==> config.mk <==
export PLATFORM = sky130hd
export DESIGN_NAME = alu_op_scheduler
export DESIGN_NICKNAME = d
export VERILOG_FILES = /design/src/rtl/alu_op_scheduler.sv
export SDC_FILE = /design/constraint.sdc
export NUM_CORES = 1
export LEC_CHECK = 0
export CELL_PAD_IN_SITES_DETAIL_PLACEMENT = 1
export CELL_PAD_IN_SITES_GLOBAL_PLACEMENT = 2
export CORE_UTILIZATION = 24
export DETAILED_ROUTE_END_ITERATION = 12
export PLACE_DENSITY = 0.88
export RECOVER_POWER = 25
export SLEW_MARGIN = 0
export SYNTH_ARGS = -nofsm -noshare
export SYNTH_HDL_FRONTEND = slang
export SYNTH_SLANG_ARGS = --single-unit
==> constraint.sdc <==
create_clock -name clk_i -period 5.01 [get_ports clk_i]
set_input_delay 1.002 -clock clk_i [delete_from_list [all_inputs] [get_ports clk_i]]
set_output_delay 1.002 -clock clk_i [all_outputs]
set_load 0.02 [all_outputs]
==> src/rtl/alu_op_scheduler.sv <==
// -----------------------------------------------------------------------------
// alu_op_scheduler
//
// Round-robin sequencer for the shared 8-bit ALU datapath. Two requesters hand
// in {opcode, A, B} commands over valid/ready. A granted legal command loads the
// operand/select registers that feed the datapath. After LATENCY cycles the
// result-multiplexor output is captured and returned, tagged with the requester
// id, on a single valid/ready response channel. Illegal opcodes (5..7) skip the
// datapath and answer at once with rsp_err_o set.
//
// Ports
//   clk_i, rst_ni                 clock, synchronous active-low reset
//   reqN_valid_i/op_i/a_i/b_i     command from requester N (N = 0, 1)
//   reqN_ready_o                  command from requester N accepted this cycle
//   alu_a_o, alu_b_o, alu_ctrl_o  registered operands and mux select
//   alu_result_i                  result-multiplexor output
//   rsp_valid_o/ready_i           response handshake
//   rsp_id_o, rsp_data_o, rsp_err_o  response payload
//   busy_o                        scheduler is not idle
//
// LATENCY must be 1..7 (3-bit counter); other values are not supported.
// -----------------------------------------------------------------------------
module alu_op_scheduler #(
  parameter int unsigned LATENCY = 1
) (
  input  logic       clk_i,
  input  logic       rst_ni,
  input  logic       req0_valid_i,
  input  logic [2:0] req0_op_i,
  input  logic [7:0] req0_a_i,
  input  logic [7:0] req0_b_i,
  output logic       req0_ready_o,
  input  logic       req1_valid_i,
  input  logic [2:0] req1_op_i,
  input  logic [7:0] req1_a_i,
  input  logic [7:0] req1_b_i,
  output logic       req1_ready_o,
  output logic [7:0] alu_a_o,
  output logic [7:0] alu_b_o,
  output logic [2:0] alu_ctrl_o,
  input  logic [7:0] alu_result_i,
  output logic       rsp_valid_o,
  input  logic       rsp_ready_i,
  output logic       rsp_id_o,
  output logic [7:0] rsp_data_o,
  output logic       rsp_err_o,
  output logic       busy_o
);

  typedef enum logic [1:0] {
    IDLE = 2'd0,
    EXEC = 2'd1,
    RESP = 2'd2
  } state_e;

  typedef struct packed {
    logic [2:0] op;
    logic [7:0] a;
    logic [7:0] b;
  } cmd_t;

  localparam logic [2:0] CNT_LOAD = 3'(LATENCY - 1);
  localparam logic [2:0] OP_MAX   = 3'd4;

  // ---------------------------------------------------------------------------
  // State
  // ---------------------------------------------------------------------------
  state_e     state_q, state_d;
  logic       last_grant_q, last_grant_d;
  logic       id_q, id_d;
  logic [2:0] cnt_q, cnt_d;
  logic [7:0] alu_a_q, alu_a_d;
  logic [7:0] alu_b_q, alu_b_d;
  logic [2:0] alu_ctrl_q, alu_ctrl_d;
  logic [7:0] rsp_data_q, rsp_data_d;
  logic       rsp_err_q, rsp_err_d;

  // ---------------------------------------------------------------------------
  // Command selection and arbitration
  // ---------------------------------------------------------------------------
  cmd_t       cmd0, cmd1, cmd_sel;
  logic [1:0] gnt;
  logic       acc;
  logic       acc_id;
  logic       legal;

  assign cmd0 = '{op: req0_op_i, a: req0_a_i, b: req0_b_i};
  assign cmd1 = '{op: req1_op_i, a: req1_a_i, b: req1_b_i};

  // Grant only in IDLE. Under contention the requester that did not win last
  // time goes first. Readies are also held low while reset is asserted so that
  // no handshake can appear to complete during reset.
  always_comb begin
    gnt = 2'b00;
    if (rst_ni && (state_q == IDLE)) begin
      gnt[0] = req0_valid_i && (!req1_valid_i ||  last_grant_q);
      gnt[1] = req1_valid_i && (!req0_valid_i || !last_grant_q);
    end
  end

  assign acc     = |gnt;
  assign acc_id  = gnt[1];
  assign cmd_sel = acc_id ? cmd1 : cmd0;
  assign legal   = (cmd_sel.op <= OP_MAX);

  // ---------------------------------------------------------------------------
  // Next-state logic
  // ---------------------------------------------------------------------------
  always_comb begin
    state_d      = state_q;
    last_grant_d = last_grant_q;
    id_d         = id_q;
    cnt_d        = cnt_q;
    alu_a_d      = alu_a_q;
    alu_b_d      = alu_b_q;
    alu_ctrl_d   = alu_ctrl_q;
    rsp_data_d   = rsp_data_q;
    rsp_err_d    = rsp_err_q;

    unique case (state_q)
      IDLE: begin
        if (acc) begin
          last_grant_d = acc_id;
          id_d         = acc_id;
          if (legal) begin
            alu_a_d    = cmd_sel.a;
            alu_b_d    = cmd_sel.b;
            alu_ctrl_d = cmd_sel.op;
            cnt_d      = CNT_LOAD;
            state_d    = EXEC;
          end else begin
            // Illegal op never touches the datapath registers.
            rsp_data_d = 8'h00;
            rsp_err_d  = 1'b1;
            state_d    = RESP;
          end
        end
      end

      EXEC: begin
        // The counter reaching zero marks the edge where the datapath result
        // is LATENCY cycles old relative to the operand load.
        if (cnt_q == 3'd0) begin
          rsp_data_d = alu_result_i;
          rsp_err_d  = 1'b0;
          state_d    = RESP;
        end else begin
          cnt_d = cnt_q - 3'd1;
        end
      end

      RESP: begin
        if (rsp_ready_i) begin
          state_d = IDLE;
        end
      end

      default: begin
        state_d = IDLE;
      end
    endcase
  end

  // ---------------------------------------------------------------------------
  // Registers
  // ---------------------------------------------------------------------------
  always_ff @(posedge clk_i) begin
    if (!rst_ni) begin
      state_q      <= IDLE;
      last_grant_q <= 1'b1;  // requester 0 wins the first contention
      id_q         <= 1'b0;
      cnt_q        <= 3'd0;
      alu_a_q      <= 8'h00;
      alu_b_q      <= 8'h00;
      alu_ctrl_q   <= 3'd0;
      rsp_data_q   <= 8'h00;
      rsp_err_q    <= 1'b0;
    end else begin
      state_q      <= state_d;
      last_grant_q <= last_grant_d;
      id_q         <= id_d;
      cnt_q        <= cnt_d;
      alu_a_q      <= alu_a_d;
      alu_b_q      <= alu_b_d;
      alu_ctrl_q   <= alu_ctrl_d;
      rsp_data_q   <= rsp_data_d;
      rsp_err_q    <= rsp_err_d;
    end
  end

  // ---------------------------------------------------------------------------
  // Outputs
  // ---------------------------------------------------------------------------
  assign req0_ready_o = gnt[0];
  assign req1_ready_o = gnt[1];
  assign alu_a_o      = alu_a_q;
  assign alu_b_o      = alu_b_q;
  assign alu_ctrl_o   = alu_ctrl_q;
  assign rsp_valid_o  = (state_q == RESP);
  assign rsp_id_o     = id_q;
  assign rsp_data_o   = rsp_data_q;
  assign rsp_err_o    = rsp_err_q;
  assign busy_o       = (state_q != IDLE);

endmodule
== Yosys cells after proc, flatten, opt, wreduce, memory -nomap -nowiden ==
Index checks and enable logic that the tools add are counted.

* Mux-type cells: 19
* Eq/ne operators: 8
* Add/sub/neg operators: 1
* $lt $le $gt $ge: 1
* Reductions and logical operators: 18

{| class="wikitable"
|+ Operators by type and width
! kind !! count
|-
| $mux W8 || 3
|-
| $mux W19 || 1
|-
| $pmux W8 S2 || 1
|-
| $mux W2 || 5
|-
| $ne A2 B2 Y1 const B || 5
|-
| $mux W3 || 3
|-
| $reduce_and A4 Y1 || 2
|-
| $pmux W2 S3 || 1
|-
| $pmux W3 S2 || 1
|-
| $reduce_and A3 Y1 || 2
|-
| $reduce_bool A2 Y1 || 2
|-
| $le A3 B3 Y1 const B || 1
|-
| $logic_and A1 B1 Y1 || 3
|-
| $logic_not A1 Y1 || 3
|-
| $logic_not A3 Y1 || 1
|-
| $mux W1 || 3
|-
| $sub A3 B1 Y3 const B || 1
|-
| $eq A2 B1 Y1 const B || 1
|-
| $eq A2 B2 Y1 const B || 1
|-
| $logic_not A2 Y1 || 1
|-
| $logic_or A1 B1 Y1 || 2
|-
| $ne A2 B1 Y1 const B || 1
|-
| $pmux W1 S2 || 1
|-
| $reduce_and A2 Y1 || 1
|-
| $reduce_or A2 Y1 || 1
|}

* Register bits after elaboration: 35
* Output and inout bits: 33
* Logic and storage cells: 56
* Bits of input ports: 51

== Logic depth before layout (Yosys ltp) ==
Gate-level depths: netlist (run 1).

* Depth after elaboration: 9
* Gate-level depth with buffers: 7
* Depth with buffers taken out: 6

== Worst setup path after synthesis (run 1) ==
No wires, ideal clock.

* Path kind: in2out
* From: input port rst_ni
* To: output port req1_ready_o
* Data required time: 4,008 ps
* Arrival time: 2,076 ps
* Path buffers: 1
* Stages on the path: 4
* Path slack: 1,932 ps
* Cells stage by stage: buf_2 nor3b_1 nand2_1 inv_1

* Cells in the longest elaborated chain, start to end: 2

{| class="wikitable"
|+ Ends and longest elaborated chain
! item !! RTL line !! source
|-
| start, declared || 27 || <nowiki>input logic rst_ni,</nowiki>
|-
| $logic_and A1 B1 Y1 || 95 || <nowiki>if (rst_ni && (state_q == IDLE)) begin</nowiki>
|-
| $mux W2 || 95 ||
|-
| end, declared || 37 || <nowiki>output logic req1_ready_o,</nowiki>
|}

Every way passes these cells.

== Final worst setup path (run 1) ==
* From: input port rst_ni
* To: register alu_b_q[4] (netlist: alu_b_o[4])

* Cells in the longest elaborated chain, start to end: 5
* Elaborated cells on any way between the ends: 6
* Those cells by class: order compare: 1; mux: 2; reduce/logical: 3

{| class="wikitable"
|+ Ends and longest elaborated chain
! item !! RTL line !! source
|-
| $logic_and A1 B1 Y1 || 95 ||
|-
| $mux W2 || 95 ||
|-
| $mux W19 || 103 || <nowiki>assign cmd_sel = acc_id ? cmd1 : cmd0;</nowiki>
|-
| $le A3 B3 Y1 || 104 || <nowiki>assign legal = (cmd_sel.op <= OP_MAX);</nowiki>
|-
| $reduce_and A3 Y1 (no source line) || - ||
|-
| end signal, assigned || 184 || <nowiki>alu_b_q <= alu_b_d;</nowiki>
|-
| end, declared || 73 || <nowiki>logic [7:0] alu_b_q, alu_b_d;</nowiki>
|}

Parallel ways exist; a longest one is shown, timed or not.
A chain may end at the register's enable or synchronous reset.

==> run summary, run 1 <==
Via-to-Cell Ratio = 4.62
Post-Syn Area = 1750 um2
Synth async-reset ratio = 0%
CP required = 5.22 ns
later-pin clock latency in the skew report = 0.29 ns
initial drt markers = 75
pre-CTS setup slack = 1.19 ns
count of final hold-check violations = 0
Max Buffers Root-to-Sink = 2
commonest cells in the netlist = mux2i_1 (36), dfxtp_1 (35), nand2_1 (23)
Syn Nets = 243
worst ir drop on vdd = 0.0956 mV
final wirelength = 5500 um
Post-synth EDFFs = 0
post_cts resized = 0
number of max-cap violations = 1
Power, Total = 737 uW
row count = 30
total global routing track utilization = 15.1%
Mapped Cells = 190
initial core utilization = 25.3%
setup TNS = 0 ns
IO Pins = 84
die width = 87.3 um
n_diodes = 0
Synth area leader = dfxtp_1
WL/cell = 15.0 um
max frequency = 240 MHz
most frequent cell after synthesis = mux2i_1
die area = 7620 um2
register area share after synthesis = 40.1%
Tcrit/Tclk final = 83.3%
Die Height = 87.3 um
number of global-route vias before repair = 1730
CTS tree = done
fin util = 39.7%
worst-path maximum fanout = 37
RSZ-0062 raised after global routing = false
CTS sink cnt = 35
run status = finished with violations
endpoint class of the critical path = register
dominant cells by area after synthesis = dfxtp_1 (40%), mux2i_1 (21%), nand2_1 (4.9%)
layout cell share with drive strength beyond 1 = 4.80%
min Tclk post-route = 4.17 ns
final net count = 324
CP startpoint kind = primary input
Pleak = 0.00128 uW
Setup CP Type = primary input to register
Vias = 1694
failing checks = capacitance limit, slew limit
Post-CTS Setup Inserts = 0
drc violations = 0
first-pass GRT wire length = 8760 um
Worst-path clk slew = 0.07 ns
worst setup margin = 0.839 ns
total core area = 6910 um2
distinct cell type count after synthesis = 36
clk root buf = clkbuf_8
HPWL after DPL = 4040 um
Final GP Congestion = 0.698
Post-Syn Area per Cell = 9.19 um2
Buffers on Ports = 83
commonest register cell after synthesis = dfxtp_1
Slew Viols, Final = 38
Power Dens Cells = 269 nW/um2
skew final = 0.00585 ns
Yosys Warn Count = 0
Min-Delay Path Class = register to register
Slew @ Worst Pin = 1.64 ns
CTS buffer count = 5
largest net degree at the start of global routing = 38
Area growth, synth to finish = 56.9%
hold buffer count at cts = 0
antenna viol nets, final = 0
first drt pass iteration count = 4
Worst Path Arrival = 4.38 ns
Synth top area share = 40.1%
initial antenna violation count = 0
H-tree depth = 2
# setup viols final = 0
total grt overflow = 0
slew margin rel. = -9.20%
Synth Register Bits = 35
[worst max-delay path, cell delays in order]
cell and delay (ns):
clkdlybuf4s50_1 0.47, clkbuf_1 1.18, or3b_1 0.53, or3_4 0.52
nand3_2 0.43, mux2i_1 0.25
[through the flow]
stage | hold WS, ns | area, um2 | instances
5_1_grt | 0.477 | 2740 | 367
4_1_cts | 0.467 | 2740 | 367
6_report | 0.458 | 2740 | 367
3_5_place_dp | 0.458 | 2660 | 360
3_3_place_gp | 0.444 | 2660 | 360
2_1_floorplan | 0.438 | 1750 | 190
[logic make-up after synthesis]
logic type | synth area share, %
buffers and inverters | 5.16
adders and majority gates | 1.43
and+or+nand+nor | 16.8
AOI/OAI and AO/OA | 15.8
muxes | 20.6
DFF | 40.1
[per-layer routing]
metal,track usage [%],part of all wire [%],vias up
met2,24.5,50,28
met1,19.4,46,824
met3,3.22,3.0,4
met4,5.81,1.5,0
met5,0,0,-
li1,-,-,838
[cell usage in the layout (no fill, tap or decap), drive strengths merged]
master,n
o22ai,2
o21ai,13
o31ai,1
or2,1
a211o,1
a31oi,3
dlygate4sd3,16
a21o,1
nor2b,4
a21boi,1
a21bo,1
nor3b,1
nand3,4
a311oi,8
and3,10
a41oi,1
dfxtp,35
or3b,1
nand3b,1
o211a,2
o21a,2
ha,2
inv,7
buf,2
nor3,1
nand2,23
clkinv,1
clkbuf,7
clkdlybuf4s50,67
or3,1
a2111oi,1
mux2i,36
nor2,11
a2bb2oi,1
nand2b,1
o211ai,1
[state kept, by name, indices dropped and copies added (netlist names)]
name and count:
cnt_q 3, rsp_id_o 1, rsp_err_o 1, alu_a_o 8, state_q 2, alu_b_o 8
alu_ctrl_o 3, rsp_data_o 8, last_grant_q 1
[final timing paths]
kind / start / endpoint / slack [ns] / depth (start not counted)
max: rst_ni / alu_b_o[4] / 0.84 / 6
min reg2reg: alu_a_o[4] / alu_a_o[4] / 0.46 / 2
max reg2reg: cnt_q[0] / rsp_data_o[3] / 2.88 / 6
min: alu_a_o[4] / alu_a_o[4] / 0.46 / 2
[power by group]
part | internal (uW) | total, uW | switching [uW]
Combinational | 109 | 212 | 103
Sequential | 303 | 316 | 13.8
Clock | 108 | 209 | 102
Total | 519 | 737 | 218
[cell type report]
class                           instances  area, um2
Fill cell                             823       4170
Multi-Input combinational cell        136        955
Timing Repair Buffer                   86        850
Sequential cell                        35        701
Tap cell                               96        120
Clock buffer                            6       82.6
Inverter                                7       26.3
Clock inverter                          1       5.00
Power figures use the tool's default switching activity.
==> run 2: changes to the inputs <==
--- a/config.mk
+++ b/config.mk
@@ -7,9 +7,9 @@
 export LEC_CHECK = 0
 export CELL_PAD_IN_SITES_DETAIL_PLACEMENT = 1
 export CELL_PAD_IN_SITES_GLOBAL_PLACEMENT = 2
-export CORE_UTILIZATION = 24
+export CORE_UTILIZATION = 20
 export DETAILED_ROUTE_END_ITERATION = 12
-export PLACE_DENSITY = 0.88
+export PLACE_DENSITY = 0.79
 export RECOVER_POWER = 25
 export SLEW_MARGIN = 0
 export SYNTH_ARGS = -nofsm -noshare
==> constraint.sdc (replaced) <==
create_clock -name clk_i -period 3.4 [get_ports clk_i]
set_input_delay 0.68 -clock clk_i [delete_from_list [all_inputs] [get_ports clk_i]]
set_output_delay 0.68 -clock clk_i [all_outputs]
set_load 0.02 [all_outputs]
==> run 2 against run 1 <==
- the flow now finishes without violations
- utilization is 6.3 points lower
- combinational power rose by 49%
- power rose by 48%
- critical path type is now primary input to output pin
- count of clock-buffer cells in the layout stayed put
- clock power rose by 46%
- critical endpoint is now req0_ready_o
==> run summary, run 2 (same netlist as run 1, synthesis figures left out) <==
run status = complete, no violations
die area = 9100 um2
initial antenna violation count = 0
hold buffer count at cts = 0
setup TNS = 0 ns
Final GP Congestion = 0.761
# setup viols final = 0
first-pass GRT wire length = 8960 um
Setup CP Type = primary input to output pin
CTS tree = done
Via-to-Cell Ratio = 4.50
number of global-route vias before repair = 1798
CP required = 2.72 ns
pre-CTS setup slack = 0.203 ns
H-tree depth = 2
worst ir drop on vdd = 0.148 mV
total global routing track utilization = 12.9%
CTS sink cnt = 35
commonest non-fill, non-tap cell in the layout = clkdlybuf4s50_1
min Tclk post-route = 3.16 ns
count of final hold-check violations = 0
HPWL after DPL = 4130 um
clock power share = 28.1%
internal power component = 754 uW
sequential power share = 42.8%
IO Pins = 84
Buffers on Ports = 83
Pleak = 0.00129 uW
Worst Hold Slack = 0.459 ns
n_diodes = 0
number of max-cap violations = 0
Worst path max stage delay = 0.62 ns
GRT met1 Usage = 16.4%
most frequent cells in the layout = clkdlybuf4s50_1 (67), mux2i_1 (36), dfxtp_1 (35)
endpoint class of the critical path = output pin
Worst-path clk slew = 0.08 ns
Area growth, synth to finish = 59.2%
final net count = 326
CTS buffer count = 5
worst setup margin = 0.241 ns
layout cell share with drive strength beyond 1 = 5.84%
final wirelength = 5550 um
most used cell, CP = clkdlybuf4s50_1
Sw Ratio = 30.7%
antenna viol nets, final = 0
slew margin rel. = 39.9%
initial core utilization = 20.9%
total grt overflow = 0
Max Buffers Root-to-Sink = 2
skew final = 0.0122 ns
CP Cell Sequence = clkdlybuf4s50_1 > nor3b_1 > and3_1 > clkdlybuf4s50_1
Comb power frac = 29.0%
max frequency = 317 MHz
GR Util met2 = 21.7%
slowest CP cell = clkdlybuf4s50_1
Tcrit/Tclk final = 92.9%
Slew @ Worst Pin = 0.898 ns
net switching power = 334 uW
clk root buf = clkbuf_8
total core area = 8340 um2
die width = 95.4 um
Post-CTS Setup Inserts = 0
WL/cell = 14.7 um
RSZ-0062 raised after global routing = false
initial drt markers = 28
Slew Viols, Final = 0
later-pin clock latency in the skew report = 0.29 ns
GRT met3 Usage = 2.55%
Die Height = 95.4 um
fin util = 33.3%
Power Dens Cells = 391 nW/um2
Vias = 1707
largest net degree at the start of global routing = 38
busiest grt layer = met2
fillers = 969
drc violations = 0
row count = 33
Min-Delay Path Class = register to register
Worst Path Arrival = 2.48 ns
worst-path maximum fanout = 4
post_cts resized = 0
CP startpoint kind = primary input
first drt pass iteration count = 4
run 2: cell types whose count changed in the layout (fill, tap and decap cells not counted):
| cell | delta |
|---|---|
| buf_4 | +2 |
| buf_12 | +1 |
| clkbuf_8 | -1 |
| clkinvlp_4 | +1 |
run 2: cell type report:
cell class              count  area (um2)  area share, %
repair buffers             88         881           31.7
flip-flops and latches     35         701           25.2
multi-input cells         136         955           34.4
well taps                 105         131           4.73
clock buffers               6        72.6           2.61
clock inverters             2        12.5          0.450
inverters                   7        26.3          0.946
run 2: final timing paths:
path / from / endpoint / slack [ns] / depth (start not counted)
min: alu_a_o[6] / alu_a_o[6] / 0.46 / 2
max reg2reg: cnt_q[0] / rsp_data_o[6] / 1.24 / 6
max: rst_ni / req0_ready_o / 0.24 / 4
min reg2reg: alu_a_o[6] / alu_a_o[6] / 0.46 / 2
run 2: critical path: cells and delay by family:
kind,cells,cell delay (ns)
buffers and inverters,2,1.10
AND/OR/NAND/NOR,2,0.69
run 2: routing by layer:
metal  share of wire [%]  up-vias
met5                   0        -
met2                  51       37
met1                  45      811
met4                 1.3        0
met3                 3.0        6
li1                    -      853
run 2: power groups by stage:
stage	combinational, uW	sequential (uW)	clock (uW)
floorplan	121	512	0
global placement	321	475	0
detailed placement	326	476	0
CTS	327	467	324
global route	342	471	345
finish	316	466	306
run 2: metrics by stage:
| step | power [uW] | cells | instance area [um2] |
|---|---|---|---|
| 2_1_floorplan | 633 | 190 | 1750 |
| 3_3_place_gp | 796 | 371 | 2690 |
| 3_5_place_dp | 802 | 371 | 2690 |
| 4_1_cts | 1120 | 379 | 2780 |
| 5_1_grt | 1160 | 379 | 2780 |
| 6_report | 1090 | 379 | 2780 |
